<file path="config.mk">
export PLATFORM = sky130hd
export DESIGN_NAME = matrix_read_streamer
export DESIGN_NICKNAME = d
export VERILOG_FILES = /design/src/rtl/matrix_read_streamer.sv
export SDC_FILE = /design/constraint.sdc
export NUM_CORES = 1
export LEC_CHECK = 0
export BUFFER_PORTS_ARGS = -buffer_cell sky130_fd_sc_hd__buf_2
export CELL_PAD_IN_SITES_DETAIL_PLACEMENT = 1
export CELL_PAD_IN_SITES_GLOBAL_PLACEMENT = 1
export CORE_MARGIN = 3
export CORE_UTILIZATION = 30
export CTS_CLUSTER_SIZE = 20
export DETAILED_ROUTE_END_ITERATION = 8
export PLACE_DENSITY = 0.62
export SETUP_SLACK_MARGIN = 0.1
export SLEW_MARGIN = 20
export SYNTH_ARGS = -nofsm -noshare
export SYNTH_HDL_FRONTEND = slang
export SYNTH_SLANG_ARGS = --single-unit
</file>
<file path="constraint.sdc">
create_clock -name clk -period 7.4 [get_ports clk]
set_clock_uncertainty 0.1 [all_clocks]
set_input_delay 2.22 -clock clk [delete_from_list [all_inputs] [get_ports clk]]
set_output_delay 2.22 -clock clk [all_outputs]
set_load 0.02 [all_outputs]
</file>
<file path="src/rtl/matrix_read_streamer.sv">
// matrix_read_streamer
//   Reads one matrix from the storage manager and replays its elements as a
//   valid/ready stream. A start pulse latches the matrix ID. The block then
//   issues a read request and captures the metadata (rows, cols, name). It
//   then pulls rows*cols words one at a time into a small output FIFO.
//   Only one word request is outstanding at a time, and a request is issued
//   only when the FIFO has a free slot. This keeps the block independent of
//   the manager's read latency and makes FIFO overflow impossible.
//
//   Optional feature macro: MRS_ROW_LAST_EN
//     When defined, the block adds the m_row_last output. This flag is stored
//     with each FIFO entry and marks the last element of each row.
//
// Parameters
//   DATA_WIDTH  element width (matches the manager's read_data_out)
//   FIFO_DEPTH  output buffer entries; must be a power of 2 and >= 2
//
// Ports
//   clk, rst_n          clock and asynchronous active-low reset
//   start, matrix_id    request a transfer (start is sampled only when idle)
//   busy, done, err     status; done and err are 1-cycle pulses
//   meta_*              captured metadata; meta_valid stays high until the
//                       next accepted start
//   m_data/m_valid/m_ready/m_last   output stream (m_last marks the final
//                       element of the matrix)
//   m_row_last          end-of-row flag (present only with MRS_ROW_LAST_EN)
//   read_*              storage-manager read interface
module matrix_read_streamer #(
  parameter int DATA_WIDTH = 32,
  parameter int FIFO_DEPTH = 4
) (
  input  logic                  clk,
  input  logic                  rst_n,
  input  logic                  start,
  input  logic [2:0]            matrix_id,
  output logic                  busy,
  output logic                  done,
  output logic                  err,
  output logic [7:0]            meta_rows,
  output logic [7:0]            meta_cols,
  output logic [63:0]           meta_name,
  output logic                  meta_valid,
  output logic [DATA_WIDTH-1:0] m_data,
  output logic                  m_valid,
  input  logic                  m_ready,
  output logic                  m_last,
`ifdef MRS_ROW_LAST_EN
  output logic                  m_row_last,
`endif
  output logic                  read_req,
  output logic [2:0]            read_matrix_id,
  output logic                  read_data_req,
  input  logic                  reader_ready,
  input  logic                  read_meta_valid,
  input  logic [7:0]            read_rows,
  input  logic [7:0]            read_cols,
  input  logic [63:0]           read_matrix_name,
  input  logic [DATA_WIDTH-1:0] read_data_out,
  input  logic                  read_data_valid,
  input  logic                  read_done
);

  localparam int          AW      = $clog2(FIFO_DEPTH);
  localparam logic [AW:0] DEPTH_C = (AW+1)'(FIFO_DEPTH);

  typedef enum logic [2:0] {
    S_IDLE,
    S_REQ,
    S_META,
    S_STREAM,
    S_DRAIN,
    S_DONE
  } state_t;

  state_t        state_q;
  logic          read_req_q;
  logic          read_data_req_q;
  logic [2:0]    read_matrix_id_q;
  logic          done_q;
  logic          err_q;
  logic          meta_valid_q;
  logic [7:0]    meta_rows_q;
  logic [7:0]    meta_cols_q;
  logic [63:0]   meta_name_q;
  logic [15:0]   remaining_q;
  logic          outstanding_q;
  logic [15:0]   meta_total;

  // FIFO state
  logic [AW-1:0]         wr_ptr_q;
  logic [AW-1:0]         rd_ptr_q;
  logic [AW:0]           count_q;
  logic [AW:0]           count_d;
  logic [DATA_WIDTH-1:0] data_mem [FIFO_DEPTH];
  logic                  last_mem [FIFO_DEPTH];
  logic                  push;
  logic                  pop;
  logic                  fifo_nonempty;

  assign meta_total    = {8'd0, read_rows} * {8'd0, read_cols};
  assign fifo_nonempty = (count_q != '0);

  // A returned word is accepted only while a request is outstanding.
  // Stray read_data_valid pulses are dropped.
  assign push    = (state_q == S_STREAM) && outstanding_q && read_data_valid;
  assign pop     = fifo_nonempty && m_ready;
  assign count_d = count_q + (AW+1)'(push) - (AW+1)'(pop);

  // Control FSM
  always_ff @(posedge clk or negedge rst_n) begin
    if (!rst_n) begin
      state_q          <= S_IDLE;
      read_req_q       <= 1'b0;
      read_data_req_q  <= 1'b0;
      read_matrix_id_q <= 3'd0;
      done_q           <= 1'b0;
      err_q            <= 1'b0;
      meta_valid_q     <= 1'b0;
      meta_rows_q      <= 8'd0;
      meta_cols_q      <= 8'd0;
      meta_name_q      <= 64'd0;
      remaining_q      <= 16'd0;
      outstanding_q    <= 1'b0;
    end else begin
      read_req_q      <= 1'b0;
      read_data_req_q <= 1'b0;
      done_q          <= 1'b0;
      err_q           <= 1'b0;
      case (state_q)
        S_IDLE: begin
          if (start) begin
            read_matrix_id_q <= matrix_id;
            meta_valid_q     <= 1'b0;
            state_q          <= S_REQ;
          end
        end
        S_REQ: begin
          if (reader_ready) begin
            read_req_q <= 1'b1;
            state_q    <= S_META;
          end
        end
        S_META: begin
          if (read_meta_valid) begin
            meta_rows_q  <= read_rows;
            meta_cols_q  <= read_cols;
            meta_name_q  <= read_matrix_name;
            meta_valid_q <= 1'b1;
            remaining_q  <= meta_total;
            if (meta_total == 16'd0) begin
              done_q  <= 1'b1;
              state_q <= S_DONE;
            end else begin
              state_q <= S_STREAM;
            end
          end
        end
        S_STREAM: begin
          if (push) begin
            outstanding_q <= 1'b0;
            remaining_q   <= remaining_q - 16'd1;
            if (remaining_q == 16'd1) begin
              state_q <= S_DRAIN;
            end
          end else if (!outstanding_q) begin
            // With no word in flight, the manager ending early is an error.
            // Otherwise the next word is requested as soon as a FIFO slot
            // is free.
            if (remaining_q == 16'd0) begin
              state_q <= S_DRAIN;
            end else if (read_done) begin
              err_q   <= 1'b1;
              state_q <= S_DRAIN;
            end else if (count_q < DEPTH_C) begin
              read_data_req_q <= 1'b1;
              outstanding_q   <= 1'b1;
            end
          end
        end
        S_DRAIN: begin
          if (!fifo_nonempty) begin
            done_q  <= 1'b1;
            state_q <= S_DONE;
          end
        end
        S_DONE: begin
          state_q <= S_IDLE;
        end
        default: begin
          state_q <= S_IDLE;
        end
      endcase
    end
  end

  // FIFO pointers and occupancy
  always_ff @(posedge clk or negedge rst_n) begin
    if (!rst_n) begin
      wr_ptr_q <= '0;
      rd_ptr_q <= '0;
      count_q  <= '0;
    end else begin
      if (push) begin
        wr_ptr_q <= wr_ptr_q + AW'(1);
      end
      if (pop) begin
        rd_ptr_q <= rd_ptr_q + AW'(1);
      end
      count_q <= count_d;
    end
  end

  // FIFO storage; the last flag marks the push that drains remaining to zero
  always_ff @(posedge clk) begin
    if (push) begin
      data_mem[wr_ptr_q] <= read_data_out;
      last_mem[wr_ptr_q] <= (remaining_q == 16'd1);
    end
  end

`ifdef MRS_ROW_LAST_EN
  // The column counter restarts with each matrix. It wraps after the
  // entry that closes a row.
  logic [7:0] col_q;
  logic       push_row_last;
  logic       row_mem [FIFO_DEPTH];

  assign push_row_last = (col_q == (meta_cols_q - 8'd1));

  always_ff @(posedge clk or negedge rst_n) begin
    if (!rst_n) begin
      col_q <= 8'd0;
    end else if ((state_q == S_META) && read_meta_valid) begin
      col_q <= 8'd0;
    end else if (push) begin
      col_q <= push_row_last ? 8'd0 : (col_q + 8'd1);
    end
  end

  always_ff @(posedge clk) begin
    if (push) begin
      row_mem[wr_ptr_q] <= push_row_last;
    end
  end

  assign m_row_last = fifo_nonempty && row_mem[rd_ptr_q];
`endif

  // Stream outputs are gated to zero while the FIFO is empty, so that
  // reset and idle both present an all-zero interface.
  assign m_valid = fifo_nonempty;
  assign m_data  = fifo_nonempty ? data_mem[rd_ptr_q] : '0;
  assign m_last  = fifo_nonempty && last_mem[rd_ptr_q];

  assign busy           = (state_q != S_IDLE);
  assign done           = done_q;
  assign err            = err_q;
  assign meta_rows      = meta_rows_q;
  assign meta_cols      = meta_cols_q;
  assign meta_name      = meta_name_q;
  assign meta_valid     = meta_valid_q;
  assign read_req       = read_req_q;
  assign read_matrix_id = read_matrix_id_q;
  assign read_data_req  = read_data_req_q;

endmodule
</file>
==> flow_summary_export.csv <==
group,metric,value,unit
synth,async_flop_share,46.6,%
floorplanning,die_y,207,um
routing,remaining_drc_errors,0,
power_and_ir_drop,total_power,6.05,mW
critical_path,crit_arrival,6740,ps
place,place_ws,427,ps
synth,ys_warn_count,0,
timing,timing.fmax,0.157,GHz
critical_path,critical_path.startpoint,"read_cols[7]",
power_and_ir_drop,power_density,407,nW/um2
place,gp_routability_congestion,0.751,
cts,cts_htree_levels,1,
timing,hold_viol_final,0,
synth,edff_count_synth,132,
synth,syn-num-nets,1067,
cts,clock_sinks,247,
status,status,"finished clean",
critical_path,critPathCapture,"done$_DFF_PN0_",
routing,routed_wirelength,29600,um
critical_path,worst-setup-path-type,"input port to flop",
cts,number_of_buffers_inserted_by_post_cts_setup_repair,0,
timing,max_slew.worst_pin.slew,850,ps
cts,postCtsResizedCells,0,
floorplanning,die_width,207,um
synth,yosys_most_used_dff,"sky130_fd_sc_hd__edfxtp_1",
timing,final-setup-viol-count,0,
cts,worstSkewPairLatency,560,ps
critical_path,cp_max_fo,9,
routing,wire_per_inst,18.0,um
layout,multi_input_area,4830,um2
cts,cts_tree,"built",
timing,setup_total_negative_slack,0,ps
routing,detailroute.via_count,7741,
synth,synth.yosys.seq_area_share,56.7,%
global_routing,grt-ovfl-total,0,
synth,synth_top_cells_by_area,"sky130_fd_sc_hd__edfxtp_1, sky130_fd_sc_hd__dfrtp_1, sky130_fd_sc_hd__mux2_2",
global_routing,grt_pass1_vias,8507,
flow_run,drv.max_cap_violation_count,0,
critical_path,required,7790,ps
place,dp_hpwl,21100,um
critical_path,critPathMostFrequentCell,"sky130_fd_sc_hd__fa_1",
routing,number_of_detailed_route_iterations_in_the_first_pass,4,
routing,vias_per_cell,4.70,
floorplanning,coreArea,39200,um2
routing,drtAntennaViolNets,0,
critical_path,critical_path.endpoint_type,"flop",
power_and_ir_drop,p_leak,6.24,nW
synth,mappedNetlistArea,12100,um2
timing,min_period_over_period,85.9,%
floorplanning,floorplan.initialDensity,30.8,%
floorplanning,floorplan.die_area,42700,um2
critical_path,worst-path-buf-inv,2,
layout,final_net_count,1313,
global_routing,grt.total_usage,13.9,%
cts,post_cts_hold_buffer_count,0,
cts,ctsLongestPathBuffers,3,
cts,cts_inserted_buffers,29,
timing,rsz0062_at_grt,"no",
critical_path,timing.rr.start,"count_q[2]$_DFF_PN0_",
layout,drive_above_1_share,38.7,%
layout,diodes,0,
layout,number_of_fill_cells_in_the_layout,4190,
timing,max_slew_headroom_at_the_worst_pin,43.3,%
critical_path,setup.reg_to_reg.worst_slack,4510,ps
critical_path,worst_r2r_dst,"count_q[1]$_DFF_PN0_",
critical_path,cell_family_with_the_largest_share_of_critical_path_delay,"adder cells",
floorplanning,design.portCount,246,
timing,final_slew_violations,0,
global_routing,grt_start_max_net_pins,67,
global_routing,grt_first_pass_wirelength,47300,um
floorplanning,row_count,72,
critical_path,worstSetupPathDepth,14,
critical_path,timing.reg2reg.worst_path_depth,9,
critical_path,timing.critical_path.slowest_stage_cell,"sky130_fd_sc_hd__fa_1",
synth,post_synth_inst_count,863,
global_routing,antenna_found_initial,3,
critical_path,delay_of_the_slowest_cell_on_the_worst_path,540,ps
cts,cts.clk_slew.worst_paths,50,ps
critical_path,worst_setup_path_start_kind,"input port",
routing,initial_drc_count,311,
layout,area.sequential,6840,um2
synth,synth_top_cell_area_share,32.8,%
synth,synth.largest_area_cell,"sky130_fd_sc_hd__edfxtp_1",
synth,syn-mean-instance-area,14.0,um2
power_and_ir_drop,irDropWorstVdd,196,uV
timing,finalWorstSetupSlack,1050,ps
min_path,worst_hold_path_type,"flop to flop",
place,buffer_ports.inserted,245,
synth,netlist-cell-type-count,61,
synth,synth-seq-cells,247,
layout,synthToLayoutAreaGrowth,23.0,%
cts,clock_tree.root_cell,"sky130_fd_sc_hd__clkbuf_16",
critical_path,crit_chain,"buf_2, nand2_1, fa_1, fa_1, fa_1, fa_1, inv_1, ha_1, a21oi_1, a311oi_1, o311a_1, or3_1, nor4_2, a32o_1",
timing,period_needed,6350,ps
-- worst register-to-register path, delay by kind of cell, from the launching register on --
| kind | cells | cell delay, ps |
|---|---|---|
| flip-flops | 1 | 410 |
| AND/OR/NAND/NOR | 2 | 880 |
| buffers and inverters | 4 | 490 |
| adder cells (fa/ha/maj) | 3 | 920 |
-- logic make-up after synthesis --
group | Yosys count | synth area share (%)
AO/OA/AOI/OAI | 101 | 5.56
buffers and inverters | 103 | 3.34
multiplexers | 116 | 13.9
adder cells (fa/ha/maj) | 81 | 10.7
XOR/XNOR | 13 | 0.943
AND/OR/NAND/NOR | 202 | 8.87
flip-flops | 247 | 56.7
-- area by class of cell --
class	count	area share [%]
inverter	60	1.52
sequential	247	46.1
tap	518	4.37
clock inverter	11	0.877
timing repair buffer	258	8.94
multi-input combinational	513	32.6
clock buffer	40	5.64
-- worst min-delay path by stage --
stage	end	slack, ps	depth (start not counted)	start
final	meta_valid$_DFFE_PN0P_	380	1	meta_valid$_DFFE_PN0P_
after global routing	meta_valid$_DFFE_PN0P_	410	1	meta_valid$_DFFE_PN0P_
after CTS	meta_valid$_DFFE_PN0P_	390	1	meta_valid$_DFFE_PN0P_
after detailed placement	meta_valid$_DFFE_PN0P_	360	1	meta_valid$_DFFE_PN0P_
after global placement	meta_valid$_DFFE_PN0P_	360	1	meta_valid$_DFFE_PN0P_
after floorplan	read_data_req$_DFF_PN0_	360	1	count_q[2]$_DFF_PN0_
-- report_power, final --
part	switching (mW)	total, mW	internal, mW
combinational	1.48	2.59	1.12
clock	0.567	1.43	0.860
sequential	0.238	2.03	1.79
-- synth_stat cells, drive strengths merged, types with 2 or more instances --
cell type / instances
a211oi: 6
a21o: 10
a21oi: 23
a22oi: 7
a311oi: 2
a31oi: 2
and2: 71
and2b: 2
and3: 4
buf: 5
clkbuf: 38
dfrtp: 115
edfxtp: 132
fa: 37
ha: 44
inv: 60
mux2: 83
mux4: 33
nand2: 51
nand2b: 2
nand3: 4
nand4: 2
nor2: 35
nor3: 11
nor4: 2
o211ai: 4
o21a: 2
o21ai: 28
o22a: 2
o22ai: 2
o31ai: 3
or3: 7
or4: 3
xnor2: 8
xor2: 5
-- sequential cells by signal (all words and copies together), names as in the netlist, 3 cells and up --
register / flops
remaining_q: 16
meta_rows: 8
count_q: 3
meta_cols: 8
read_matrix_id: 3
last_mem: 4
state_q: 3
meta_name: 64
data_mem: 128
-- per-layer routing --
layer  track usage (%)  part of all wire, %  up-vias
li1                  -                    -     3588
met1              17.8                   42     3885
met2              23.3                   48      218
met3              4.56                  8.1       44
met4              2.81                  1.9        6
met5                 0                 0.16        -
-- cells in the final DEF, fill, tap and decap left out, types with 7 or more instances in the layout --
cell type,n
sky130_fd_sc_hd__o21ai_0,27
sky130_fd_sc_hd__mux2_2,83
sky130_fd_sc_hd__a21o_1,10
sky130_fd_sc_hd__ha_1,44
sky130_fd_sc_hd__xnor2_1,8
sky130_fd_sc_hd__clkbuf_8,7
sky130_fd_sc_hd__nor2_1,34
sky130_fd_sc_hd__buf_2,244
sky130_fd_sc_hd__clkbuf_16,29
sky130_fd_sc_hd__fa_1,37
sky130_fd_sc_hd__inv_1,60
sky130_fd_sc_hd__and2_1,71
sky130_fd_sc_hd__nor3_1,11
sky130_fd_sc_hd__nand2_1,51
sky130_fd_sc_hd__a21oi_1,23
sky130_fd_sc_hd__dfrtp_1,114
sky130_fd_sc_hd__buf_4,14
sky130_fd_sc_hd__a22oi_1,7
sky130_fd_sc_hd__edfxtp_1,132
sky130_fd_sc_hd__mux4_2,33
-- metrics by stage --
| stage | cell area, um2 | hold slack, ps | instances | util (%) |
|---|---|---|---|---|
| 3_5_place_dp | 13900 | 365 | 1596 | 35.4 |
| 6_report | 14800 | 379 | 1647 | 37.9 |
| 5_1_grt | 14800 | 407 | 1647 | 37.9 |
| 4_1_cts | 14800 | 386 | 1647 | 37.9 |
| 3_3_place_gp | 13900 | 359 | 1596 | 35.4 |
| 2_1_floorplan | 12100 | 358 | 863 | - |
Power figures use the tool's default switching activity.
